==> config.mk <==
export PLATFORM = sky130hd
export DESIGN_NAME = timer_cmd_serializer
export DESIGN_NICKNAME = d
export VERILOG_FILES = /design/src/rtl/timer_cmd_pkg.sv /design/src/rtl/cmd_fifo.sv /design/src/rtl/timer_cmd_serializer.sv
export SDC_FILE = /design/constraint.sdc
export NUM_CORES = 1
export LEC_CHECK = 0
export CAP_MARGIN = 40
export CORE_MARGIN = 2
export CORE_UTILIZATION = 40
export DETAILED_ROUTE_END_ITERATION = 7
export MAX_ROUTING_LAYER = met4
export SLEW_MARGIN = 20
export SYNTH_ARGS = -nofsm -noshare
export SYNTH_HDL_FRONTEND = slang
export SYNTH_SLANG_ARGS = --single-unit
==> constraint.sdc <==
create_clock -name clk -period 1.6 [get_ports clk]
set_input_delay 0.32 -clock clk [delete_from_list [all_inputs] [get_ports clk]]
set_output_delay 0.32 -clock clk [all_outputs]
set_load 0.02 [all_outputs]
==> src/rtl/timer_cmd_pkg.sv <==
// Shared definitions for the serial-pattern timer command serializer.
// Holds the controller state encoding and the frame layout constants.
package timer_cmd_pkg;

    typedef enum logic [2:0] {
        IDLE      = 3'd0,
        GAP       = 3'd1,
        SEND      = 3'd2,
        WAIT_DONE = 3'd3,
        ACK       = 3'd4
    } state_t;

    // Pattern the timer searches for before it latches a delay nibble.
    localparam logic [3:0] PREAMBLE   = 4'b1101;
    localparam int         FRAME_BITS = 8;

endpackage

==> src/rtl/cmd_fifo.sv <==
// Synchronous command queue with registered full/empty/level.
// Read data is registered: the popped word appears on rd_data_o the cycle
// after the pop and is held until the next pop.
module cmd_fifo #(
    parameter int WIDTH = 4,
    parameter int DEPTH = 4
) (
    input  logic                     clk,
    input  logic                     reset,
    input  logic                     push_i,
    input  logic [WIDTH-1:0]         wr_data_i,
    input  logic                     pop_i,
    output logic [WIDTH-1:0]         rd_data_o,
    output logic                     full_o,
    output logic                     empty_o,
    output logic [$clog2(DEPTH):0]   level_o
);

    localparam int AW = $clog2(DEPTH);

    logic [WIDTH-1:0] mem [DEPTH];
    logic [AW-1:0]    wr_ptr_q, rd_ptr_q;
    logic [AW:0]      count_q, count_d;
    logic             full_q, empty_q;
    logic [WIDTH-1:0] rd_data_q;
    logic             push_ok, pop_ok;

    // Requests are qualified here so callers may hold push/pop freely.
    assign push_ok = push_i && !full_q;
    assign pop_ok  = pop_i && !empty_q;

    // Occupancy bookkeeping; a simultaneous push and pop leaves it unchanged.
    always_comb begin
        count_d = count_q;
        if (push_ok && !pop_ok) begin
            count_d = count_q + 1'b1;
        end else if (!push_ok && pop_ok) begin
            count_d = count_q - 1'b1;
        end
    end

    // Storage write port, kept reset-free so it maps onto RAM.
    always_ff @(posedge clk) begin
        if (push_ok) begin
            mem[wr_ptr_q] <= wr_data_i;
        end
    end

    // Registered read port; only updates on a pop.
    always_ff @(posedge clk) begin
        if (pop_ok) begin
            rd_data_q <= mem[rd_ptr_q];
        end
    end

    // Pointers and flags; pointers wrap naturally since DEPTH is a power of two.
    always_ff @(posedge clk) begin
        if (reset) begin
            wr_ptr_q <= '0;
            rd_ptr_q <= '0;
            count_q  <= '0;
            full_q   <= 1'b0;
            empty_q  <= 1'b1;
        end else begin
            if (push_ok) begin
                wr_ptr_q <= wr_ptr_q + 1'b1;
            end
            if (pop_ok) begin
                rd_ptr_q <= rd_ptr_q + 1'b1;
            end
            count_q <= count_d;
            full_q  <= (count_d == (AW+1)'(DEPTH));
            empty_q <= (count_d == '0);
        end
    end

    assign rd_data_o = rd_data_q;
    assign full_o    = full_q;
    assign empty_o   = empty_q;
    assign level_o   = count_q;

endmodule

==> src/rtl/timer_cmd_serializer.sv <==
// Queues 4-bit delay commands and serializes each as a {1101, delay} frame
// on the timer's data line, then waits for done and returns a one-cycle ack.
// Optional done watchdog and sticky wdog_err port: define TIMER_WDOG_EN.
module timer_cmd_serializer
    import timer_cmd_pkg::*;
#(
    parameter int FIFO_DEPTH  = 4,
    parameter int IDLE_GAP    = 2,
    parameter int WDOG_CYCLES = 20000
) (
    input  logic                          clk,
    input  logic                          reset,
    input  logic                          cmd_valid,
    input  logic [3:0]                    cmd_delay,
    output logic                          cmd_ready,
    output logic                          data,
    input  logic                          done,
    output logic                          ack,
    output logic                          busy,
    output logic [$clog2(FIFO_DEPTH):0]   fifo_level,
    output logic [7:0]                    frames_done
`ifdef TIMER_WDOG_EN
    ,
    output logic                          wdog_err
`endif
);

    localparam int GAP_W = (IDLE_GAP > 1) ? $clog2(IDLE_GAP) : 1;
    localparam logic [GAP_W-1:0] GAP_LAST = GAP_W'(IDLE_GAP - 1);
    localparam logic [2:0]       BIT_LAST = 3'(FRAME_BITS - 1);

    state_t                  state_q, state_d;
    logic [GAP_W-1:0]        gap_cnt_q, gap_cnt_d;
    logic [2:0]              bit_cnt_q, bit_cnt_d;
    logic [FRAME_BITS-1:0]   shift_q, shift_d;
    logic                    data_q, data_d;
    logic                    ack_q, ack_d;
    logic [7:0]              frames_q, frames_d;

    logic                    fifo_pop;
    logic [3:0]              fifo_rd_data;
    logic                    fifo_full, fifo_empty;

`ifdef TIMER_WDOG_EN
    localparam int WD_W = $clog2(WDOG_CYCLES + 1);
    localparam logic [WD_W-1:0] WD_LAST = WD_W'(WDOG_CYCLES - 1);
    logic [WD_W-1:0]         wd_cnt_q, wd_cnt_d;
    logic                    wdog_err_q, wdog_err_d;
`endif

    cmd_fifo #(
        .WIDTH (4),
        .DEPTH (FIFO_DEPTH)
    ) u_fifo (
        .clk       (clk),
        .reset     (reset),
        .push_i    (cmd_valid),
        .wr_data_i (cmd_delay),
        .pop_i     (fifo_pop),
        .rd_data_o (fifo_rd_data),
        .full_o    (fifo_full),
        .empty_o   (fifo_empty),
        .level_o   (fifo_level)
    );

    // Frame sequencing. The head is popped in IDLE; because the queue read is
    // registered, the word is loaded into the shifter on the GAP->SEND
    // transition, which is always at least one cycle after the pop.
    always_comb begin
        state_d   = state_q;
        gap_cnt_d = gap_cnt_q;
        bit_cnt_d = bit_cnt_q;
        shift_d   = shift_q;
        data_d    = 1'b0;
        ack_d     = 1'b0;
        frames_d  = frames_q;
        fifo_pop  = 1'b0;
`ifdef TIMER_WDOG_EN
        wd_cnt_d   = wd_cnt_q;
        wdog_err_d = wdog_err_q;
`endif
        case (state_q)
            IDLE: begin
                if (!fifo_empty) begin
                    fifo_pop  = 1'b1;
                    gap_cnt_d = '0;
                    state_d   = GAP;
                end
            end
            GAP: begin
                if (gap_cnt_q == GAP_LAST) begin
                    shift_d   = {PREAMBLE, fifo_rd_data};
                    bit_cnt_d = '0;
                    state_d   = SEND;
                end else begin
                    gap_cnt_d = gap_cnt_q + 1'b1;
                end
            end
            SEND: begin
                data_d    = shift_q[FRAME_BITS-1];
                shift_d   = {shift_q[FRAME_BITS-2:0], 1'b0};
                bit_cnt_d = bit_cnt_q + 1'b1;
                if (bit_cnt_q == BIT_LAST) begin
                    state_d = WAIT_DONE;
`ifdef TIMER_WDOG_EN
                    wd_cnt_d = '0;
`endif
                end
            end
            WAIT_DONE: begin
                if (done) begin
                    ack_d    = 1'b1;
                    frames_d = frames_q + 8'd1;
                    state_d  = ACK;
                end
`ifdef TIMER_WDOG_EN
                else if (wd_cnt_q == WD_LAST) begin
                    wdog_err_d = 1'b1;
                    state_d    = IDLE;
                end else begin
                    wd_cnt_d = wd_cnt_q + 1'b1;
                end
`endif
            end
            ACK: begin
                state_d = IDLE;
            end
            default: begin
                state_d = IDLE;
            end
        endcase
    end

    // State and output registers; reset also drops any in-flight frame.
    always_ff @(posedge clk) begin
        if (reset) begin
            state_q   <= IDLE;
            gap_cnt_q <= '0;
            bit_cnt_q <= '0;
            shift_q   <= '0;
            data_q    <= 1'b0;
            ack_q     <= 1'b0;
            frames_q  <= '0;
        end else begin
            state_q   <= state_d;
            gap_cnt_q <= gap_cnt_d;
            bit_cnt_q <= bit_cnt_d;
            shift_q   <= shift_d;
            data_q    <= data_d;
            ack_q     <= ack_d;
            frames_q  <= frames_d;
        end
    end

`ifdef TIMER_WDOG_EN
    // Done-timeout counter and sticky error flag.
    always_ff @(posedge clk) begin
        if (reset) begin
            wd_cnt_q   <= '0;
            wdog_err_q <= 1'b0;
        end else begin
            wd_cnt_q   <= wd_cnt_d;
            wdog_err_q <= wdog_err_d;
        end
    end

    assign wdog_err = wdog_err_q;
`endif

    assign cmd_ready   = !fifo_full;
    assign data        = data_q;
    assign ack         = ack_q;
    assign busy        = (state_q != IDLE) || !fifo_empty;
    assign frames_done = frames_q;

endmodule

==> summary.txt <==
Synth
  – Number of register bits inferred by synthesis: 54
  – Post-synthesis mux area share: 4.400%
  – Commonest cells post-synth: dfxtp_1 (34), nand2_1 (25), nor2_1 (23)
  – EDFF count, synth: 20
  – Ys async rst share: 0%
  – Top-area cell type share of the netlist area: 29.55%
  – Post-Synth Simple-Gate Area: 17.06%
  – Netlist cell types: 43
  – XOR/XNOR share of the synthesized area: 3.802%
  – Top cell type by total area after synthesis: dfxtp_1
  – Count leader, synth: dfxtp_1
  – Ys flop type: dfxtp_1
  – Synth area leaders: dfxtp_1 (30%), edfxtp_1 (26%), ha_1 (4.9%), nand2_1 (4.1%), mux4_2 (3.9%)
  – Mapped cell area: 2303 sq um
  – Combinational family with the most area after synthesis: simple AND/OR/NAND/NOR gates
  – Compound-Gate Fraction of Synth Area: 9.777%
  – Sequential area share after synthesis: 55.62%
  – Mean Syn Cell Area: 11.29 sq um
  – Synth Area in Adders: 4.889%
  – Syn. warnings: 0
  – Cells after Synth: 204
  – Mapped Nets: 221

Pwr
  – Static Leak: 1.118 nW
  – Peak VDD IR: 0.6140 mV
  – Power Dens Cells: 1373 nW/um^2

Global routing
  – Total global-route track usage: 13.62%
  – Most used routing layer: met2
  – Total grt overflow: 0
  – Grt met1 use: 16.31%
  – First-pass GRT wire length: 6630 um
  – Number of global-route vias before repair: 1499
  – Met2 Use GR: 22.50%
  – Met3 Use GR: 3.394%
  – Largest net degree at the start of global routing: 24
  – Initial antenna violation count: 0

Finish
  – Fin util: 51.31%
  – Area growth syn-to-layout: 23.41%
  – Diodes inserted: 0
  – Fraction of layout cells with a size suffix above 1: 20.42%
  – Filler Cell Count: 512
  – Nets: 256
  – Final Instance Count excl. Fillers: 312

Routing
  – Iteration-0 DRC Markers: 52
  – Total wire length: 3853 um
  – Drt via density: 4.990
  – Antenna Nets Post-Route: 0
  – Router iterations before antenna repair: 4
  – Via count: 1557
  – Detailed-route DRC error count: 0
  – Wire per inst: 12.35 um

CTS
  – Clk buf depth: 2
  – Clock latency at the later pin of the worst-skew pair: 0.31 ns
  – Num Clock Sinks: 54
  – CTS HTree Levels: 2
  – Root buf cell: clkbuf_8
  – Cts bufs inserted: 5
  – Post-cts hold buffer count: 0
  – Clock transition at the registers of the reported paths: 0.10 ns
  – CTS tree: done

STA
  – Final min period: 1.596 ns
  – Final hold vios: 0
  – Finish-stage setup viols: 0
  – Relative slew slack: 76.39%
  – Unrepaired setup endpoints after global routing: true
  – Fin crit share: 99.73%
  – Slew Viols, Final: 0
  – F_max: 0.6267 GHz
  – Clock skew: 0.01002 ns
  – Worst-Margin Slew: 0.3537 ns

Floorplanning
  – Die boundary width: 79.89 um
  – Initial core utilization: 41.58%
  – Placeable Area: 5540 sq um
  – Die ar.: 6382 sq um
  – Die Ht: 79.89 um
  – # rows: 27
  – # IOs: 23

Worst setup path
  – Worst Path Required: 1.79 ns
  – Kind of critical path: reg -> reg
  – Slowest cell on crit path: or4_4
  – CP max stage delay: 0.61 ns
  – Worst-path cell chain: or4_4 > clkinv_8 > xnor2_4 > a211oi_2 > a221oi_2
  – Delay-heaviest family, CP: simple AND/OR/NAND/NOR gates
  – Max Fanout on Critical Path: 4
  – CP Capture Type: flip-flop
  – Worst Setup Start Kind: flip-flop
  – Worst Path Arrival: 1.79 ns
  – CP bufs+invs: 1

Place
  – Hpwl dp: 2727 um
  – Port Buffers: 22
  – Placed insts: 304
  – Routability congestion estimate: 0.7333

Run
  – Max-cap violations: 0

Worst hold path
  – HP Class: reg -> reg

Status
  – Outcome: complete, no violations
where the power goes:
group / total [W] / leakage, nW / internal [W] / switching, W
clock: 0.000914 / 0.0585 / 0.000469 / 0.000445
combinational: 0.00121 / 0.598 / 0.000608 / 0.000602
sequential: 0.00178 / 0.462 / 0.00165 / 0.000129
total: 0.00390 / 1.12 / 0.00273 / 0.00118
per-stage QoR:
step | worst slack (ns) | hold slack (ns) | total power (W) | TNS [ns] | cell area, sq um
finish | 0.004373 | 0.4604 | 0.003903 | 0 | 2843
detailed placement | -0.2132 | 0.4458 | 0.002993 | -3.149 | 2716
global route | -0.04040 | 0.4827 | 0.004139 | -0.1340 | 2843
CTS | 0.001012 | 0.4607 | 0.003896 | 0 | 2820
floorplan | -0.09948 | 0.4189 | 0.002636 | -0.1507 | 2326
global placement | -0.1937 | 0.4459 | 0.002977 | -2.850 | 2716
state kept, by name (all words and copies together) (netlist names):
name and count:
u_fifo.empty_o 1, u_fifo.rd_ptr_q 2, gap_cnt_q 1, frames_done 8, data 1, ack 1
bit_cnt_q 3, u_fifo.full_o 1, u_fifo.rd_data_o 4, state_q 3, shift_q 8, u_fifo.wr_ptr_q 2
u_fifo.level_o 3, u_fifo.mem 16
logic make-up (layout without fill, tap and decap cells):
logic type | count (synthesis) | in the layout
XOR/XNOR | 10 | 10
multiplexers | 5 | 5
AO/OA/AOI/OAI | 29 | 29
flip-flops | 54 | 54
AND/OR/NAND/NOR | 78 | 78
buffers and inverters | 19 | 55
adder cells (fa/ha/maj) | 9 | 9
final timing paths:
path         slack [ns]       start             end  depth (start not counted)
max               0.004  state_q[1]  u_fifo.empty_o                          5
min                0.46  shift_q[0]      shift_q[0]                          2
max reg2reg       0.004  state_q[1]  u_fifo.empty_o                          5
min reg2reg        0.46  shift_q[0]      shift_q[0]                          2
cells in the final DEF (no fill, tap or decap), types with 2 or more instances in the layout:
cell type        netlist  routed
a211oi_1               3       3
a21oi_1                7       7
a22oi_1                3       3
a311oi_1               4       4
and2_1                 5       5
and3_1                 2       2
buf_4                  1      15
buf_6                  2       2
clkbuf_8               0       5
clkdlybuf4s50_1        0       8
dfxtp_1               34      32
dfxtp_2                0       2
dlygate4sd2_1          0      12
edfxtp_1              20      20
ha_1                   9       9
inv_1                  6       6
mux4_2                 4       4
nand2_1               25      25
nand2b_1               2       2
nand3_1                3       3
nand3b_1               2       2
nand4_1                4       4
nor2_1                23      22
nor3_1                 3       2
o21ai_0                3       3
o221a_2                3       3
xnor2_1                6       4
xor2_1                 4       4
worst reg2reg max path, stage by stage (launching register included):
cell      delay [ns]
dfxtp_2         0.34
or4_4           0.61
clkinv_8        0.10
xnor2_4         0.07
a211oi_2        0.27
a221oi_2        0.09
layout make-up:
cell class,count,area [sq um],share of cell area [%]
timing repair buffer,40,362.8,12.76
tap,72,90.09,3.169
inverter,7,38.79,1.364
clock inverter,3,43.79,1.540
clock buffer,5,68.82,2.421
sequential,54,1284,45.16
multi-input combinational,131,954.7,33.58
routing by layer:
layer  part of all wire [%]  vias up
met5                      0        -
met4                   0.80        0
li1                       -      792
met3                    3.5        4
met2                     49       21
met1                     47      740
repair_timing:
action | in CTS | in global routing
setup buffers | 0 | 0
pin swaps | 3 | 2
resized for setup | 16 | 7
setup endpoints to repair | 14 | 7
Note: power is estimated with default switching activity, not from simulation.
